===== config.mk =====
export PLATFORM = sky130hd
export DESIGN_NAME = multicycle_decoder
export DESIGN_NICKNAME = d
export VERILOG_FILES = /design/src/rtl/ctrl_pkg.sv /design/src/rtl/alu_cmd_decode.sv /design/src/rtl/multicycle_decoder.sv
export SDC_FILE = /design/constraint.sdc
export NUM_CORES = 1
export LEC_CHECK = 0
export ABC_AREA = 0
export CAP_MARGIN = 20
export CORE_MARGIN = 3
export CORE_UTILIZATION = 47
export CTS_CLUSTER_SIZE = 25
export DETAILED_ROUTE_END_ITERATION = 7
export PLACE_DENSITY = 0.86
export SYNTH_ARGS = -nofsm -noshare
export SYNTH_HDL_FRONTEND = slang
export SYNTH_SLANG_ARGS = --single-unit

===== constraint.sdc =====
create_clock -name clk -period 3.7 [get_ports clk]
set_input_delay 0.74 -clock clk [delete_from_list [all_inputs] [get_ports clk]]
set_output_delay 0.74 -clock clk [all_outputs]
set_load 0.02 [all_outputs]

===== src/rtl/ctrl_pkg.sv =====
// Shared definitions for the multicycle control unit: FSM states, ALU
// operation codes, instruction-class/cmd encodings and datapath select codes.
package ctrl_pkg;

   typedef enum logic [3:0] {
      S_FETCH,
      S_DECODE,
      S_MEMADR,
      S_MEMRD,
      S_MEMWB,
      S_MEMWR,
      S_EXECR,
      S_EXECI,
      S_ALUWB,
      S_BRANCH
   } state_e;

   typedef enum logic [1:0] {
      ALU_ADD = 2'd0,
      ALU_SUB = 2'd1,
      ALU_AND = 2'd2,
      ALU_ORR = 2'd3
   } alu_op_e;

   // Instruction class (op field)
   localparam logic [1:0] OP_DP  = 2'b00;
   localparam logic [1:0] OP_MEM = 2'b01;
   localparam logic [1:0] OP_BR  = 2'b10;
   localparam logic [1:0] OP_ILL = 2'b11;

   // Data-processing cmd field (funct[4:1])
   localparam logic [3:0] CMD_AND = 4'b0000;
   localparam logic [3:0] CMD_SUB = 4'b0010;
   localparam logic [3:0] CMD_ADD = 4'b0100;
   localparam logic [3:0] CMD_CMP = 4'b1010;
   localparam logic [3:0] CMD_ORR = 4'b1100;

   // ALU operand A select
   localparam logic [1:0] SRCA_REG = 2'b00;
   localparam logic [1:0] SRCA_PC  = 2'b01;

   // ALU operand B select
   localparam logic [1:0] SRCB_REG  = 2'b00;
   localparam logic [1:0] SRCB_IMM  = 2'b01;
   localparam logic [1:0] SRCB_FOUR = 2'b10;

   // Result bus select
   localparam logic [1:0] RES_ALUOUT = 2'b00;
   localparam logic [1:0] RES_DATA   = 2'b01;
   localparam logic [1:0] RES_ALU    = 2'b10;

endpackage


===== src/rtl/alu_cmd_decode.sv =====
// Combinational decode of the latched data-processing cmd field into an ALU
// operation plus the qualifiers the FSM needs (legal, compare-only, arithmetic).
module alu_cmd_decode
   import ctrl_pkg::*;
(
   input  logic [3:0] cmd,
   output alu_op_e    alu_op,
   output logic       valid,
   output logic       no_write,
   output logic       arith
);

   // Map cmd to ALU operation; unknown cmds are flagged invalid
   always_comb begin
      alu_op   = ALU_ADD;
      valid    = 1'b1;
      no_write = 1'b0;
      arith    = 1'b0;
      case (cmd)
         CMD_ADD: arith = 1'b1;
         CMD_SUB: begin
            alu_op = ALU_SUB;
            arith  = 1'b1;
         end
         CMD_AND: alu_op = ALU_AND;
         CMD_ORR: alu_op = ALU_ORR;
         CMD_CMP: begin
            alu_op   = ALU_SUB;
            arith    = 1'b1;
            no_write = 1'b1;
         end
         default: valid = 1'b0;
      endcase
   end

endmodule


===== src/rtl/multicycle_decoder.sv =====
// Multicycle processor control FSM: sequences fetch, decode, memory, execute,
// writeback and branch states and drives the datapath strobes and selects.
module multicycle_decoder
   import ctrl_pkg::*;
#(
   parameter int REG_AW   = 4,
   parameter int ALUC_W   = 4,
   parameter int MEM_WAIT = 1
)(
   input  logic              clk,
   input  logic              rst_n,
   input  logic [1:0]        op,
   input  logic [5:0]        funct,
   input  logic [REG_AW-1:0] rd,
   input  logic              cond_ex,
   input  logic              mem_ready,
   output logic              ir_write,
   output logic              pc_write,
   output logic              reg_w,
   output logic              mem_w,
   output logic              adr_src,
   output logic [1:0]        alu_src_a,
   output logic [1:0]        alu_src_b,
   output logic [1:0]        result_src,
   output logic [1:0]        imm_src,
   output logic [1:0]        reg_src,
   output logic [1:0]        flag_w,
   output logic [ALUC_W-1:0] alu_control,
   output logic              no_write,
   output logic              illegal
);

   state_e            state;
   state_e            state_nx;
   logic [1:0]        op_q;
   logic [3:0]        cmd_q;
   logic              sl_q;
   logic [REG_AW-1:0] rd_q;
   logic              mem_rdy;
   logic              pc_dest;
   alu_op_e           alu_sel;
   alu_op_e           dec_op;
   logic              dec_valid;
   logic              dec_nw;
   logic              dec_arith;

   assign mem_rdy     = (MEM_WAIT != 0) ? mem_ready : 1'b1;
   assign pc_dest     = &rd_q;
   assign alu_control = ALUC_W'(alu_sel);

   alu_cmd_decode u_cmd_dec (
      .cmd      (cmd_q),
      .alu_op   (dec_op),
      .valid    (dec_valid),
      .no_write (dec_nw),
      .arith    (dec_arith)
   );

   // State register; reset lands in FETCH immediately
   always_ff @(posedge clk or negedge rst_n) begin
      if (!rst_n) state <= S_FETCH;
      else        state <= state_nx;
   end

   // Capture the instruction fields while in DECODE
   always_ff @(posedge clk or negedge rst_n) begin
      if (!rst_n) begin
         op_q  <= '0;
         cmd_q <= '0;
         sl_q  <= 1'b0;
         rd_q  <= '0;
      end else if (state == S_DECODE) begin
         op_q  <= op;
         cmd_q <= funct[4:1];
         sl_q  <= funct[0];
         rd_q  <= rd;
      end
   end

   // Next-state and output decode; everything is forced quiet while in reset
   always_comb begin
      state_nx   = state;
      ir_write   = 1'b0;
      pc_write   = 1'b0;
      reg_w      = 1'b0;
      mem_w      = 1'b0;
      adr_src    = 1'b0;
      alu_src_a  = SRCA_REG;
      alu_src_b  = SRCB_REG;
      result_src = RES_ALUOUT;
      imm_src    = 2'b00;
      reg_src    = 2'b00;
      flag_w     = 2'b00;
      alu_sel    = ALU_ADD;
      no_write   = 1'b0;
      illegal    = 1'b0;
      case (state)
         S_FETCH: begin
            alu_src_a  = SRCA_PC;
            alu_src_b  = SRCB_FOUR;
            result_src = RES_ALU;
            if (mem_rdy) begin
               ir_write = 1'b1;
               pc_write = 1'b1;
               state_nx = S_DECODE;
            end
         end
         S_DECODE: begin
            alu_src_a  = SRCA_PC;
            alu_src_b  = SRCB_FOUR;
            result_src = RES_ALU;
            // Stores read Rd as a source; branches read the PC
            reg_src    = {op == OP_MEM, op == OP_BR};
            case (op)
               OP_MEM:  state_nx = S_MEMADR;
               OP_DP:   state_nx = funct[5] ? S_EXECI : S_EXECR;
               OP_BR:   state_nx = S_BRANCH;
               default: begin
                  illegal  = 1'b1;
                  state_nx = S_FETCH;
               end
            endcase
         end
         S_MEMADR: begin
            alu_src_b = SRCB_IMM;
            imm_src   = op_q;
            state_nx  = sl_q ? S_MEMRD : S_MEMWR;
         end
         S_MEMRD: begin
            adr_src = 1'b1;
            if (mem_rdy) state_nx = S_MEMWB;
         end
         S_MEMWB: begin
            result_src = RES_DATA;
            if (pc_dest) pc_write = cond_ex;
            else         reg_w    = cond_ex;
            state_nx = S_FETCH;
         end
         S_MEMWR: begin
            adr_src = 1'b1;
            if (mem_rdy) begin
               mem_w    = cond_ex;
               state_nx = S_FETCH;
            end
         end
         S_EXECR, S_EXECI: begin
            if (state == S_EXECI) begin
               alu_src_b = SRCB_IMM;
               imm_src   = op_q;
            end
            if (dec_valid) begin
               alu_sel  = dec_op;
               flag_w   = {sl_q, sl_q & dec_arith};
               no_write = dec_nw;
               state_nx = S_ALUWB;
            end else begin
               // Unknown cmd: abandon the instruction without any writes
               illegal  = 1'b1;
               state_nx = S_FETCH;
            end
         end
         S_ALUWB: begin
            result_src = RES_ALUOUT;
            no_write   = dec_nw;
            if (pc_dest) pc_write = cond_ex & ~dec_nw;
            else         reg_w    = cond_ex & ~dec_nw;
            state_nx = S_FETCH;
         end
         S_BRANCH: begin
            alu_src_b  = SRCB_IMM;
            imm_src    = op_q;
            result_src = RES_ALU;
            pc_write   = cond_ex;
            state_nx   = S_FETCH;
         end
         default: state_nx = S_FETCH;
      endcase
      if (!rst_n) begin
         ir_write   = 1'b0;
         pc_write   = 1'b0;
         reg_w      = 1'b0;
         mem_w      = 1'b0;
         adr_src    = 1'b0;
         alu_src_a  = 2'b00;
         alu_src_b  = 2'b00;
         result_src = 2'b00;
         imm_src    = 2'b00;
         reg_src    = 2'b00;
         flag_w     = 2'b00;
         alu_sel    = ALU_ADD;
         no_write   = 1'b0;
         illegal    = 1'b0;
      end
   end

endmodule


==> impl_metrics.ini <==
[sta]
fmax_ghz = 0.2921
setup_viol_count_final = 0
rsz0062_at_grt = no
fin_crit_ns = 3.423
hold_viol = 0
setup-tns-final_ns = 0
fin_skew_ns = 0.0005066
finalCritPeriodShare = 0.9252
drv_slew = 0

[worst_setup_path]
worst_ep_required_time_ns = 2.96
r2r_cells = 4
cp.arrival_ns = 2.68
start_kind = primary input
rr_startpoint = state[3]
critPathKind = in2out
critPathLaunch = mem_ready
endpoint_kind = output pin
crit_fanout = 2

[yosys]
synth-main-ff-cell = dfrtp_1
synth_top_cell_by_area = dfrtp_1
synth_area_leaders = dfrtp_1 (35%), mux2_4 (7.0%), buf_4 (4.2%), mux2_2 (4.2%), nor3_1 (3.7%)
synth_top_area_frac = 0.3492
synth-edff-count = 0
synth-seq-cells = 15
syn_inst = 117
synth_seq_area_share = 0.3492
syn_avg_cell_area_um2 = 9.186
yosysMostFrequentCell = dfrtp_1
netlist_top_cells_count = dfrtp_1 (15), nand2_1 (8), nor3_1 (8)
synth-async-reset-ratio = 1.000
ys_warn_count = 0
syn_area_um2 = 1075
yosysUniqueCellTypes = 44

[final_layout]
utilization = 0.7021
post_route_cells_drive_above_1_share = 0.1325
fin_nets = 168
area_delta_synth_final_pct = 34.69
antenna_cells = 0

[drt]
final_antenna_net_count = 0
drt_iter0_markers = 21
wl_met2_um = 1286
drc = 0
first_pass_iters = 4
wl_met3_um = 155
routed_wl_um = 2666
routed.top_layer = met4
vias = 1040
wl_met1_um = 1185
viasPerCell = 5.843
wire_per_inst_um = 14.98

[clock_tree]
hold_buffers = 0
cts_root_buf = clkbuf_4
post-cts-setup-buffers = 0
clock_latency_ns = 0.28
clock_path_buffers = 2
cts-buffers-inserted = 3
htree_levels = 1
path_clk_slew_ns = 0.08
ctsResizeCount = 0
cts.sinks = 15
cts_tree = done

[die]
die_h_um = 53.82
core_um2 = 2062
rows = 16
ioPinCount = 39
die_w_um = 53.82
design.die.area_um2 = 2897
start_util = 0.5212

[pwr]
power.density_nw_per_um2 = 681.9
leakagePower_nw = 0.5755
max-vdd-ir-drop_uv = 472.9

[run]
drv_cap = 0

[place]
routabilityCongestion = 0.8432
numPortBuffers = 35
dp_hpwl_um = 2033

[global_route]
grt_antenna_before_repair = 0
grt_max_degree = 16
overflow = 0
grt_pass1_vias = 970
grt_usage = 0.2054
grt_pass1_wl_um = 4374

[status]
outcome = finished clean

[worst_hold_path]
holdPathStages = 1
hold_start = rd_q[0]
hold_path.class = reg2reg
cells in the final DEF (no fill, tap or decap), types with 2 or more instances in the layout:
| cell | instances |
|---|---|
| buf_4 | 4 |
| nor3b_1 | 4 |
| and2_1 | 2 |
| clkdlybuf4s50_1 | 35 |
| nor2_1 | 6 |
| nand3b_1 | 2 |
| nand2b_1 | 2 |
| dfrtp_1 | 15 |
| conb_1 | 3 |
| nor3_1 | 8 |
| a211oi_1 | 2 |
| clkbuf_4 | 3 |
| o21ai_0 | 7 |
| nor4bb_1 | 2 |
| mux2i_1 | 3 |
| nor2b_1 | 5 |
| a31oi_1 | 3 |
| mux2_2 | 4 |
| mux2_4 | 5 |
| a32oi_1 | 2 |
| nand2_1 | 8 |
| inv_1 | 4 |
power by group:
part	switching [mW]	internal (mW)	total, mW
combinational	0.241	0.281	0.523
clock	0.0500	0.0419	0.0919
sequential	0.129	0.243	0.373
total	0.421	0.566	0.987
metal layers:
layer,GRT usage,up-vias
met3,0.03047,6
li1,-,484
met1,0.2694,514
met5,0,-
met4,0.08936,0
met2,0.3327,36
registers in the layout, indices dropped and copies added (netlist names):
name,flops
cmd_q,4
op_q,2
rd_q,4
sl_q,1
state,4
logic make-up after synthesis:
logic type,share of synthesized area
simple gates,0.2689
compound gates,0.1351
buf+inv,0.08729
flops,0.3492
mux,0.1397
xor+xnor,0.01630
other cells,0.003489
stage by stage:
stage / std cells / hold WS, ns / setup slack, ns / cell area [µm²] / total power [mW]
2_1_floorplan: 119 / 0.4444 / 0.9720 / 1082 / 0.7485
3_3_place_gp: 174 / 0.4852 / 0.3186 / 1421 / 0.8669
3_5_place_dp: 174 / 0.4900 / 0.2770 / 1421 / 0.8929
4_1_cts: 178 / 0.5164 / 0.2694 / 1448 / 0.9864
5_1_grt: 178 / 0.5337 / 0.2232 / 1448 / 1.064
6_report: 178 / 0.5150 / 0.2767 / 1448 / 0.9871
final cells by class:
type / instances / area (µm²)
clock buffers: 4 / 26.28
fillers: 160 / 614.3
inverters: 5 / 18.77
multi-input cells: 88 / 613.1
flip-flops and latches: 15 / 375.4
well taps: 27 / 33.78
repair buffers: 39 / 380.4
worst paths after layout:
| path | to | slack, ns |
|---|---|---|
| worst min-delay path | rd_q[0] | 0.52 |
| worst max-delay path | pc_write | 0.28 |
| max in group asynchronous | op_q[0] | 2.57 |
| worst max register to register | rd_q[2] | 1.75 |
| worst min register to register | rd_q[0] | 0.52 |
| min in group asynchronous | state[2] | 0.75 |
critical path: stages:
cell and delay [ns]:
clkdlybuf4s50_1 0.48, or3b_1 0.35, a211oi_1 0.22, a31oi_1 0.06
nor3b_1 0.19, clkdlybuf4s50_1 0.63
Note: power is estimated with default switching activity, not from simulation.
